**src/rtl/cycle_sequencer_if.sv**
```systemverilog
// ============================================================================
// Module   : cycle_sequencer_if
// Brief    : Control/handshake bundle between the cycle sequencer and datapath.
// Revision : 1.0
// ============================================================================
`default_nettype none

interface cycle_sequencer_if #(
    parameter int OPW = 4
);
    logic           run;
    logic [OPW-1:0] opcode;
    logic           branch_taken;
    logic           mem_ready;
    logic           mem_req;
    logic           mem_we;
    logic           pc_en;
    logic           ir_en;
    logic           opnd_en;
    logic           alu_en;
    logic           mdr_en;
    logic           rf_we;
    logic           halted;
    logic           fault;
    logic [2:0]     state;

    modport master (
        input  run, opcode, branch_taken, mem_ready,
        output mem_req, mem_we, pc_en, ir_en, opnd_en, alu_en, mdr_en,
               rf_we, halted, fault, state
    );

    modport slave (
        output run, opcode, branch_taken, mem_ready,
        input  mem_req, mem_we, pc_en, ir_en, opnd_en, alu_en, mdr_en,
               rf_we, halted, fault, state
    );
endinterface

`default_nettype wire

```
**src/rtl/cycle_sequencer.sv**
```systemverilog
// ============================================================================
// Module   : cycle_sequencer
// Brief    : Multicycle control FSM: register enables, memory handshake, timeout.
// Revision : 1.0
// ============================================================================
`default_nettype none

module cycle_sequencer #(
    parameter int OPW        = 4,
    parameter int WAIT_LIMIT = 15,
    parameter int CNTW       = 4
) (
    input wire clk,
    input wire reset,
    cycle_sequencer_if.master bus
);

    typedef enum logic [2:0] {
        S_IDLE      = 3'd0,
        S_FETCH     = 3'd1,
        S_DECODE    = 3'd2,
        S_EXECUTE   = 3'd3,
        S_MEMORY    = 3'd4,
        S_WRITEBACK = 3'd5,
        S_HALTED    = 3'd6,
        S_FAULT     = 3'd7
    } state_t;

    localparam logic [OPW-1:0]  c_OP_LOAD    = OPW'(8);
    localparam logic [OPW-1:0]  c_OP_STORE   = OPW'(9);
    localparam logic [OPW-1:0]  c_OP_BR0     = OPW'(10);
    localparam logic [OPW-1:0]  c_OP_BR1     = OPW'(11);
    localparam logic [OPW-1:0]  c_OP_HALT    = '1;
    localparam logic [CNTW-1:0] c_WAIT_LIMIT = CNTW'(WAIT_LIMIT);
    localparam bit              c_TIMEOUT_EN = (WAIT_LIMIT > 0);

    state_t          r_state;
    state_t          w_next;
    logic [CNTW-1:0] r_cnt;
    logic [CNTW-1:0] w_cnt_next;

    logic w_is_load;
    logic w_is_store;
    logic w_is_branch;
    logic w_is_halt;
    logic w_wait_state;
    logic w_timeout;

    logic w_mem_req;
    logic w_mem_we;
    logic w_pc_en;
    logic w_ir_en;
    logic w_opnd_en;
    logic w_alu_en;
    logic w_mdr_en;
    logic w_rf_we;
    logic w_halted;
    logic w_fault;

    assign w_is_load    = (bus.opcode == c_OP_LOAD);
    assign w_is_store   = (bus.opcode == c_OP_STORE);
    assign w_is_branch  = (bus.opcode == c_OP_BR0) || (bus.opcode == c_OP_BR1);
    assign w_is_halt    = (bus.opcode == c_OP_HALT);
    assign w_wait_state = (r_state == S_FETCH) || (r_state == S_MEMORY);

    // The limit cycle still completes normally if the memory answers in it.
    assign w_timeout = c_TIMEOUT_EN && w_wait_state && !bus.mem_ready &&
                       (r_cnt == c_WAIT_LIMIT);

    always_ff @(posedge clk or posedge reset) begin
        if (reset) begin
            r_state <= S_IDLE;
            r_cnt   <= '0;
        end else begin
            r_state <= w_next;
            r_cnt   <= w_cnt_next;
        end
    end

    always_comb begin
        w_cnt_next = '0;
        if (w_wait_state && !bus.mem_ready && (w_next == r_state)) begin
            w_cnt_next = r_cnt + 1'b1;
        end
    end

    always_comb begin
        w_next    = r_state;
        w_mem_req = 1'b0;
        w_mem_we  = 1'b0;
        w_pc_en   = 1'b0;
        w_ir_en   = 1'b0;
        w_opnd_en = 1'b0;
        w_alu_en  = 1'b0;
        w_mdr_en  = 1'b0;
        w_rf_we   = 1'b0;
        w_halted  = 1'b0;
        w_fault   = 1'b0;

        case (r_state)
            S_IDLE: begin
                if (bus.run) w_next = S_FETCH;
            end
            S_FETCH: begin
                w_mem_req = 1'b1;
                if (bus.mem_ready) begin
                    w_ir_en = 1'b1;
                    w_pc_en = 1'b1;
                    w_next  = S_DECODE;
                end else if (w_timeout) begin
                    w_next = S_FAULT;
                end
            end
            S_DECODE: begin
                w_opnd_en = 1'b1;
                w_next    = w_is_halt ? S_HALTED : S_EXECUTE;
            end
            S_EXECUTE: begin
                w_alu_en = 1'b1;
                if (w_is_branch) begin
                    w_pc_en = bus.branch_taken;
                    w_next  = bus.run ? S_FETCH : S_IDLE;
                end else if (w_is_load || w_is_store) begin
                    w_next = S_MEMORY;
                end else begin
                    w_next = S_WRITEBACK;
                end
            end
            S_MEMORY: begin
                // Only LOAD/STORE reach here, so "not a store" means load.
                w_mem_req = 1'b1;
                w_mem_we  = w_is_store;
                if (bus.mem_ready) begin
                    if (w_is_store) begin
                        w_next = bus.run ? S_FETCH : S_IDLE;
                    end else begin
                        w_mdr_en = 1'b1;
                        w_next   = S_WRITEBACK;
                    end
                end else if (w_timeout) begin
                    w_next = S_FAULT;
                end
            end
            S_WRITEBACK: begin
                w_rf_we = 1'b1;
                w_next  = bus.run ? S_FETCH : S_IDLE;
            end
            S_HALTED: begin
                w_halted = 1'b1;
            end
            S_FAULT: begin
                w_fault = 1'b1;
            end
            default: begin
                w_next = S_IDLE;
            end
        endcase
    end

    assign bus.mem_req = w_mem_req;
    assign bus.mem_we  = w_mem_we;
    assign bus.pc_en   = w_pc_en;
    assign bus.ir_en   = w_ir_en;
    assign bus.opnd_en = w_opnd_en;
    assign bus.alu_en  = w_alu_en;
    assign bus.mdr_en  = w_mdr_en;
    assign bus.rf_we   = w_rf_we;
    assign bus.halted  = w_halted;
    assign bus.fault   = w_fault;
    assign bus.state   = r_state;

endmodule

`default_nettype wire
```
**src/flat_wrapper.sv**
```systemverilog
// flat-port wrapper written by rule: the top's interface ports become plain ports
module cycle_sequencer_flat 
#(
    parameter int OPW        = 4,
    parameter int WAIT_LIMIT = 15,
    parameter int CNTW       = 4
)
  (clk, reset, bus_run, bus_opcode, bus_branch_taken, bus_mem_ready, bus_mem_req, bus_mem_we, bus_pc_en, bus_ir_en, bus_opnd_en, bus_alu_en, bus_mdr_en, bus_rf_we, bus_halted, bus_fault, bus_state);
  cycle_sequencer_if #(.OPW(OPW)) bus_i ();
  input wire clk;
  input wire reset;
  input wire logic [$bits(bus_i.run)-1:0] bus_run;
  input wire logic [$bits(bus_i.opcode)-1:0] bus_opcode;
  input wire logic [$bits(bus_i.branch_taken)-1:0] bus_branch_taken;
  input wire logic [$bits(bus_i.mem_ready)-1:0] bus_mem_ready;
  output wire logic [$bits(bus_i.mem_req)-1:0] bus_mem_req;
  output wire logic [$bits(bus_i.mem_we)-1:0] bus_mem_we;
  output wire logic [$bits(bus_i.pc_en)-1:0] bus_pc_en;
  output wire logic [$bits(bus_i.ir_en)-1:0] bus_ir_en;
  output wire logic [$bits(bus_i.opnd_en)-1:0] bus_opnd_en;
  output wire logic [$bits(bus_i.alu_en)-1:0] bus_alu_en;
  output wire logic [$bits(bus_i.mdr_en)-1:0] bus_mdr_en;
  output wire logic [$bits(bus_i.rf_we)-1:0] bus_rf_we;
  output wire logic [$bits(bus_i.halted)-1:0] bus_halted;
  output wire logic [$bits(bus_i.fault)-1:0] bus_fault;
  output wire logic [$bits(bus_i.state)-1:0] bus_state;
  assign bus_i.run = bus_run;
  assign bus_i.opcode = bus_opcode;
  assign bus_i.branch_taken = bus_branch_taken;
  assign bus_i.mem_ready = bus_mem_ready;
  assign bus_mem_req = bus_i.mem_req;
  assign bus_mem_we = bus_i.mem_we;
  assign bus_pc_en = bus_i.pc_en;
  assign bus_ir_en = bus_i.ir_en;
  assign bus_opnd_en = bus_i.opnd_en;
  assign bus_alu_en = bus_i.alu_en;
  assign bus_mdr_en = bus_i.mdr_en;
  assign bus_rf_we = bus_i.rf_we;
  assign bus_halted = bus_i.halted;
  assign bus_fault = bus_i.fault;
  assign bus_state = bus_i.state;
  cycle_sequencer #(.OPW(OPW), .WAIT_LIMIT(WAIT_LIMIT), .CNTW(CNTW)) u_core (.clk(clk), .reset(reset), .bus(bus_i));
endmodule
```
**config.mk**
```make
export PLATFORM = sky130hd
export DESIGN_NAME = cycle_sequencer_flat
export DESIGN_NICKNAME = d
export VERILOG_FILES = /design/src/rtl/cycle_sequencer_if.sv /design/src/rtl/cycle_sequencer.sv /design/src/flat_wrapper.sv
export SDC_FILE = /design/constraint.sdc
export NUM_CORES = 1
export LEC_CHECK = 0
export ABC_AREA = 1
export ABC_CLOCK_PERIOD_IN_PS = 1750
export CAP_MARGIN = 20
export CORE_MARGIN = 1
export CORE_UTILIZATION = 41
export DETAILED_ROUTE_END_ITERATION = 16
export GPL_ROUTABILITY_DRIVEN = 0
export HOLD_SLACK_MARGIN = 0.02
export PLACE_DENSITY = 0.77
export SETUP_SLACK_MARGIN = 0.05
export SYNTH_ARGS = -nofsm -noshare
export SYNTH_HDL_FRONTEND = slang
export SYNTH_SLANG_ARGS = --single-unit
```
**constraint.sdc**
```tcl
create_clock -name clk -period 1.75 [get_ports clk]
set_clock_uncertainty 0.1 [all_clocks]
set_input_delay 0.175 -clock clk [delete_from_list [all_inputs] [get_ports clk]]
set_output_delay 0.175 -clock clk [all_outputs]
set_load 0.05 [all_outputs]
```
# After elaboration in Yosys (flattened, before gate mapping)
# Cells that the tools add are included.
dict set report totals {
  ff_bits 7
  input_bits 9
  out_inout_bits 13
  wordCells 51
}
dict set report classes {
  n_addsub 1
  eq_ne 14
  muxes 25
  reduce_logical 9
}
# cell n
set op_table {}
lappend op_table {{$eq A4 B4 Y1 const B} 6}
lappend op_table {{$mux W3} 7}
lappend op_table {{$pmux W3 S6} 1}
lappend op_table {{$mux W1} 15}
lappend op_table {{$eq A3 B3 Y1 const B} 4}
lappend op_table {{$eq A3 B2 Y1 const B} 2}
lappend op_table {{$add A4 B1 Y4 const B} 1}
lappend op_table {{$mux W4} 1}
lappend op_table {{$eq A3 B1 Y1 const B} 1}
lappend op_table {{$eq A3 B3 Y1} 1}
lappend op_table {{$logic_and A1 B1 Y1} 3}
lappend op_table {{$logic_not A3 Y1} 1}
lappend op_table {{$logic_or A1 B1 Y1} 3}
lappend op_table {{$pmux W1 S2} 1}
lappend op_table {{$reduce_or A2 Y1} 1}
lappend op_table {{$logic_not A1 Y1} 1}

# Depth between registers and ports, before layout
# Gate-level depths: netlist (run 1).
dict set report logic_depth {
  depth_word 10
  mapped_depth 9
  mapped_depth_nobuf 9
}

# Worst setup path before layout (run 1)
# OpenSTA, ideal clock, no wires.
dict set report synth_path {
  path_type {register -> register}
  from {register u_core.r_state[1], in the netlist u_core.bus.state[1]}
  to {register u_core.r_state[0], in the netlist u_core.bus.state[0]}
  setup_time_ns 0.082
  t_arrival_ns 2.331
  required_time_ns 1.568
  setup_slack_ns -0.763
  stages_incl_launch_ff 7
  path_buffers 0
  synth_period_minus_slack_ns 2.513
  path_cell_list {dfrtp_1 inv_2 nor3_1 nand2_1 nand3_1 nor2_1 a21oi_1}
}
dict set report synth_via {
  elab_chain_len 7
  word_cells_on_any_way 13
  cone_classes {5 x eq/ne; 4 x mux; 4 x reduce/logical}
}
# item line
set synth_lines {}
lappend synth_lines {{start, declared} cycle_sequencer.sv:37} ;# state_t r_state;
lappend synth_lines {{start signal, assigned} cycle_sequencer.sv:75} ;# r_state <= w_next;
lappend synth_lines {{$eq A3 B1 Y1 / $eq A3 B3 Y1 (equally long branches)} {cycle_sequencer.sv:64, cycle_sequencer.sv:100}}
lappend synth_lines {{$logic_or A1 B1 Y1} cycle_sequencer.sv:64} ;# assign w_wait_state = (r_state == S_FETCH) || (r_state == S_MEMORY);
lappend synth_lines {{$logic_and A1 B1 Y1 (2 in series)} cycle_sequencer.sv:67} ;# assign w_timeout = c_TIMEOUT_EN && w_wait_state && !bus.mem_ready &&
lappend synth_lines {{$mux W3} {cycle_sequencer.sv:110, cycle_sequencer.sv:140}}
lappend synth_lines {{$mux W3 (on tied branches)} {cycle_sequencer.sv:133, cycle_sequencer.sv:106}}
lappend synth_lines {{$pmux W3 S6 *} cycle_sequencer.sv:100} ;# case (r_state)
lappend synth_lines {{net u_core.w_next[0]} cycle_sequencer.sv:38} ;# state_t w_next;
# Mark *: on every way through the listed nets, which the timed path passes. The rest lies on a longest branch.

# Worst setup path after layout (run 1)
dict set report layout_path {
  from {register u_core.r_state[2], in the netlist u_core.bus.state[2]}
  to {output bus_pc_en}
}
dict set report layout_via {
  elab_chain_len 2
  word_cells_on_any_way 3
  cone_classes {2 x eq/ne; 1 x mux}
}
# item line
set layout_lines {}
lappend layout_lines {{$eq A3 B2 Y1 / $eq A3 B1 Y1 (equally long branches)} cycle_sequencer.sv:100}
lappend layout_lines {{$pmux W1 S2 *} cycle_sequencer.sv:100}
lappend layout_lines {{end, declared} flat_wrapper.sv:18} ;# output wire logic [$bits(bus_i.pc_en)-1:0] bus_pc_en;
# Mark *: on every way between the ends. The rest lies on a longest branch, timed or not.

==> PnR_summary.wiki, run 1 <==
{| class="wikitable"
! Metric !! Value
|-
| Nets in the synthesized netlist || 90
|-
| Area of the placeable core || 1160 um2
|-
| Distinct cell type count after synthesis || 21
|-
| Internal power || 1.00 mW
|-
| Pins over their slew limit || 0
|-
| Post-synthesis instance total || 80
|-
| First-pass GRT wire length || between 2000 and 3000 um
|-
| Antenna Cells || 0
|-
| Clock transition at the registers of the reported paths || around 0.050 ns
|-
| Row Count || 12
|-
| Port Buf Inserts || 21
|-
| Total routed wirelength || 1860 um
|-
| Synth Area in Compound Gates || between 5 and 6%
|-
| Num CTS Buffers || 3
|-
| Detailed Route Iter0 Violations || 17
|-
| MaxCap Viol Count || 0
|-
| Hold/Removal Path Class || primary input to async pin
|-
| Data required time of the worst path || 1.47 ns
|-
| Drc violations || 0
|-
| Top FF cell, synth || dfrtp_1
|-
| Crit share post-route || 97.4%
|-
| Filler Cell Count || 51
|-
| Setup total negative slack || 0 ns
|-
| Share of layout cells above drive strength 1 || between 40 and 50%
|-
| TritonCTS clock tree || yes
|-
| Cell area reported after detailed placement || 930 um2
|-
| Worst Path Arrival || 1.43 ns
|-
| Switching power || 1.15 mW
|-
| Number of global-route vias before repair || ~600
|-
| Total gr overflow || 0
|-
| Post-synthesis register bit count || 7
|-
| Synth warnings || 0
|-
| Mean cell area of the mapped netlist || 6.71 um2
|-
| Kind of launch point of the worst setup path || flip-flop
|-
| Combinational power share || 76.7%
|-
| Post-synthesis adder-cell area fraction || 2.33%
|-
| Clock network power share || 6.9%
|-
| Post-route cell area || 1050 um2
|-
| Leading cell types by total area after synthesis || dfrtp_1 33%, nand2_1 12%, nor2_1 10%
|-
| Die Y || 38.2 um
|-
| Achievable clock frequency || 0.586 GHz
|-
| Clock root buffer || clkbuf_4
|-
| Critical Setup Path Class || flip-flop to primary output
|-
| Xor/xnor share of the synthesized area || 3.26%
|-
| Headroom to the max-slew limit || 81.0%
|-
| Post-synthesis sequential area ratio || around a third
|-
| Nature of the critical path endpoint || primary output
|-
| Dominant cell type by area after synthesis || dfrtp_1
|-
| Count of vias placed by the detailed router || 699
|-
| Worst-path maximum fanout || 6
|-
| Pwr per Cell Area || 2050 nW/um2
|-
| 1st-pass router iterations || 4
|-
| Shortest clock period the worst path allows after layout || 1.71 ns
|-
| Number of vias per cell || approximately 5.5
|-
| Pin count of the biggest net entering global routing || 10
|-
| Result of the run || finished clean
|-
| Switching fraction of total power || 53.4%
|-
| Fraction of power consumed by sequential logic || ~16%
|-
| Fraction of the mapped netlist area in simple logic gates || 46.6%
|-
| Growth of design area from synthesis to finish || 95.8%
|-
| Horizontal die dimension || 38.2 um
|-
| H-tree Lvls || 1
|-
| Least-Margin Pin Slew || around 0.28 ns
|-
| Ys async rst share || 100%
|-
| Worst vdd ir || 0.00107 V
|-
| Main combinational cell family by area after synthesis || simple AND/OR/NAND/NOR gates
|-
| Top post-synthesis cells by count || 17 x nand2_1, 15 x nor2_1, 9 x inv_1
|-
| Final net count || 124
|-
| Initial antenna violation count || 0
|-
| Area of the mapped netlist || roughly 540 um2
|-
| Initial core utilization || 46.4%
|-
| Wire length per cell after detailed routing || 14.7 um
|-
| Number of hold-slack violations in the final timing report || 0
|-
| TritonCTS Sinks || 7
|-
| Half-perimeter wire length after detailed placement || about 1200 um
|-
| Total I/O pin count || 22
|-
| Insertion delay of the later-clocked pin in the worst-skew pair || 0.25 ns
|-
| Count of final setup violators || 0
|-
| Setup repair after global routing missed its margin || true
|-
| Post-synth EDFFs || 0
|-
| Die area || 1460 um2
|-
| Number of instances in the placed design || between 100 and 150
|-
| Standby leakage power || 0.484 nW
|-
| Global routing usage summed across all routing layers || around 27%
|-
| Hold bufs inserted after CTS || 0
|-
| Sequential standard cell area || 179 um2
|-
| Multi-input gate area in the final layout || 397 um2
|-
| Most frequent cell after synthesis || nand2_1
|-
| Multiplexer share of the synthesized area || 0%
|-
| Post-layout instance count excluding filler cells || about 130
|-
| Area fraction of the dominant cell type after synthesis || between 30% and 40%
|-
| Post-route antenna net violation count || 0
|-
| Clock Path Buffers || 2
|}
==> cells in the final DEF (no fill, tap or decap), drive strengths merged <==
master / n
a21oi: 2
and3: 1
buf: 21
clkbuf: 5
clkdlybuf4s50: 8
clkinvlp: 1
dfrtp: 7
ha: 1
inv: 10
nand2: 21
nand3: 7
nand3b: 1
nand4: 2
nor2: 18
nor3: 3
o21ai: 3
xnor2: 1
xor2: 1
==> per-stage QoR <==
stage / worst slack [ns] / total power, mW / utilization, % / hold slack (ns)
3_3_place_gp: 0.138 / 1.73 / 80.4 / 0.316
5_1_grt: -0.00419 / 2.24 / 90.9 / 0.0972
3_5_place_dp: 0.111 / 1.77 / 80.4 / 0.325
4_1_cts: 0.0499 / 2.01 / 86.1 / 0.0610
2_1_floorplan: -0.00117 / 1.18 / - / -0.122
6_report: 0.0449 / 2.15 / 90.9 / 0.0540
==> worst paths after layout <==
| path | from | to | slack [ns] | depth (start not counted) |
|---|---|---|---|---|
| worst max register to register | u_core.bus.state[1] | u_core.r_cnt[0] | 0.17 | 9 |
| worst min-delay path | reset | u_core.r_cnt[3] | 0.05 | 2 |
| worst min register to register | u_core.r_cnt[0] | u_core.r_cnt[0] | 0.38 | 1 |
| worst max-delay path | u_core.bus.state[2] | bus_pc_en | 0.04 | 4 |
| max in group asynchronous | reset | u_core.bus.state[2] | 1.25 | 2 |
| min in group clk | u_core.r_cnt[0] | u_core.r_cnt[0] | 0.38 | 1 |
==> state kept, by name, indices dropped and copies added (netlist names) <==
signal	flops
u_core.r_cnt	4
u_core.bus.state	3
==> timing repair <==
item / 4_1_cts / 5_1_grt
setup buffers: 3 / 3
setup endpoints to repair: 3 / 5
resized for setup: 5 / 11
pin swaps: 0 / 6
==> power by group through the flow <==
stage	sequential, mW	combinational [mW]	clock, mW
after global routing	0.364	1.71	0.163
after global placement	0.327	1.40	0
after detailed placement	0.335	1.43	0
after floorplan	0.414	0.769	0
final	0.352	1.65	0.149
after CTS	0.337	1.52	0.152
==> cell type report <==
cell class                 instances  share of cell area [%]
clock buffer                       4                    2.50
inverter                          11                    4.52
multi-input combinational         61                    37.7
sequential                         7                    17.0
tap                               14                    1.67
timing repair buffer              30                    36.5
==> layer usage <==
metal	track usage, %	vias to the layer above	part of all wire [%]
met2	48.3	40	51
met5	0	-	0
met1	33.8	338	42
li1	-	319	-
met3	6.98	2	6.0
met4	2.68	0	0.91
==> kinds of logic (layout without fill, tap and decap cells) <==
kind of cell	count (synthesis)	in the layout
DFF	7	7
and+or+nand+nor	53	53
buffers and inverters	12	45
AOI/OAI and AO/OA	5	5
adders and majority gates	1	1
xor gates and xnor gates	2	2
==> worst max-delay path, stage by stage, from the launching register on <==
cell	delay (ns)
dfrtp_2	0.50
inv_2	0.14
nand4_1	0.23
nand2_2	0.17
buf_12	0.14
(Power assumes the default switching activity.)
==> run 2, diff against run 1 <==
ABC_CLOCK_PERIOD_IN_PS = unset   (was 1750)
==> results of run 2 <==
Final layout, timing and power as in run 1 (identical DEF).
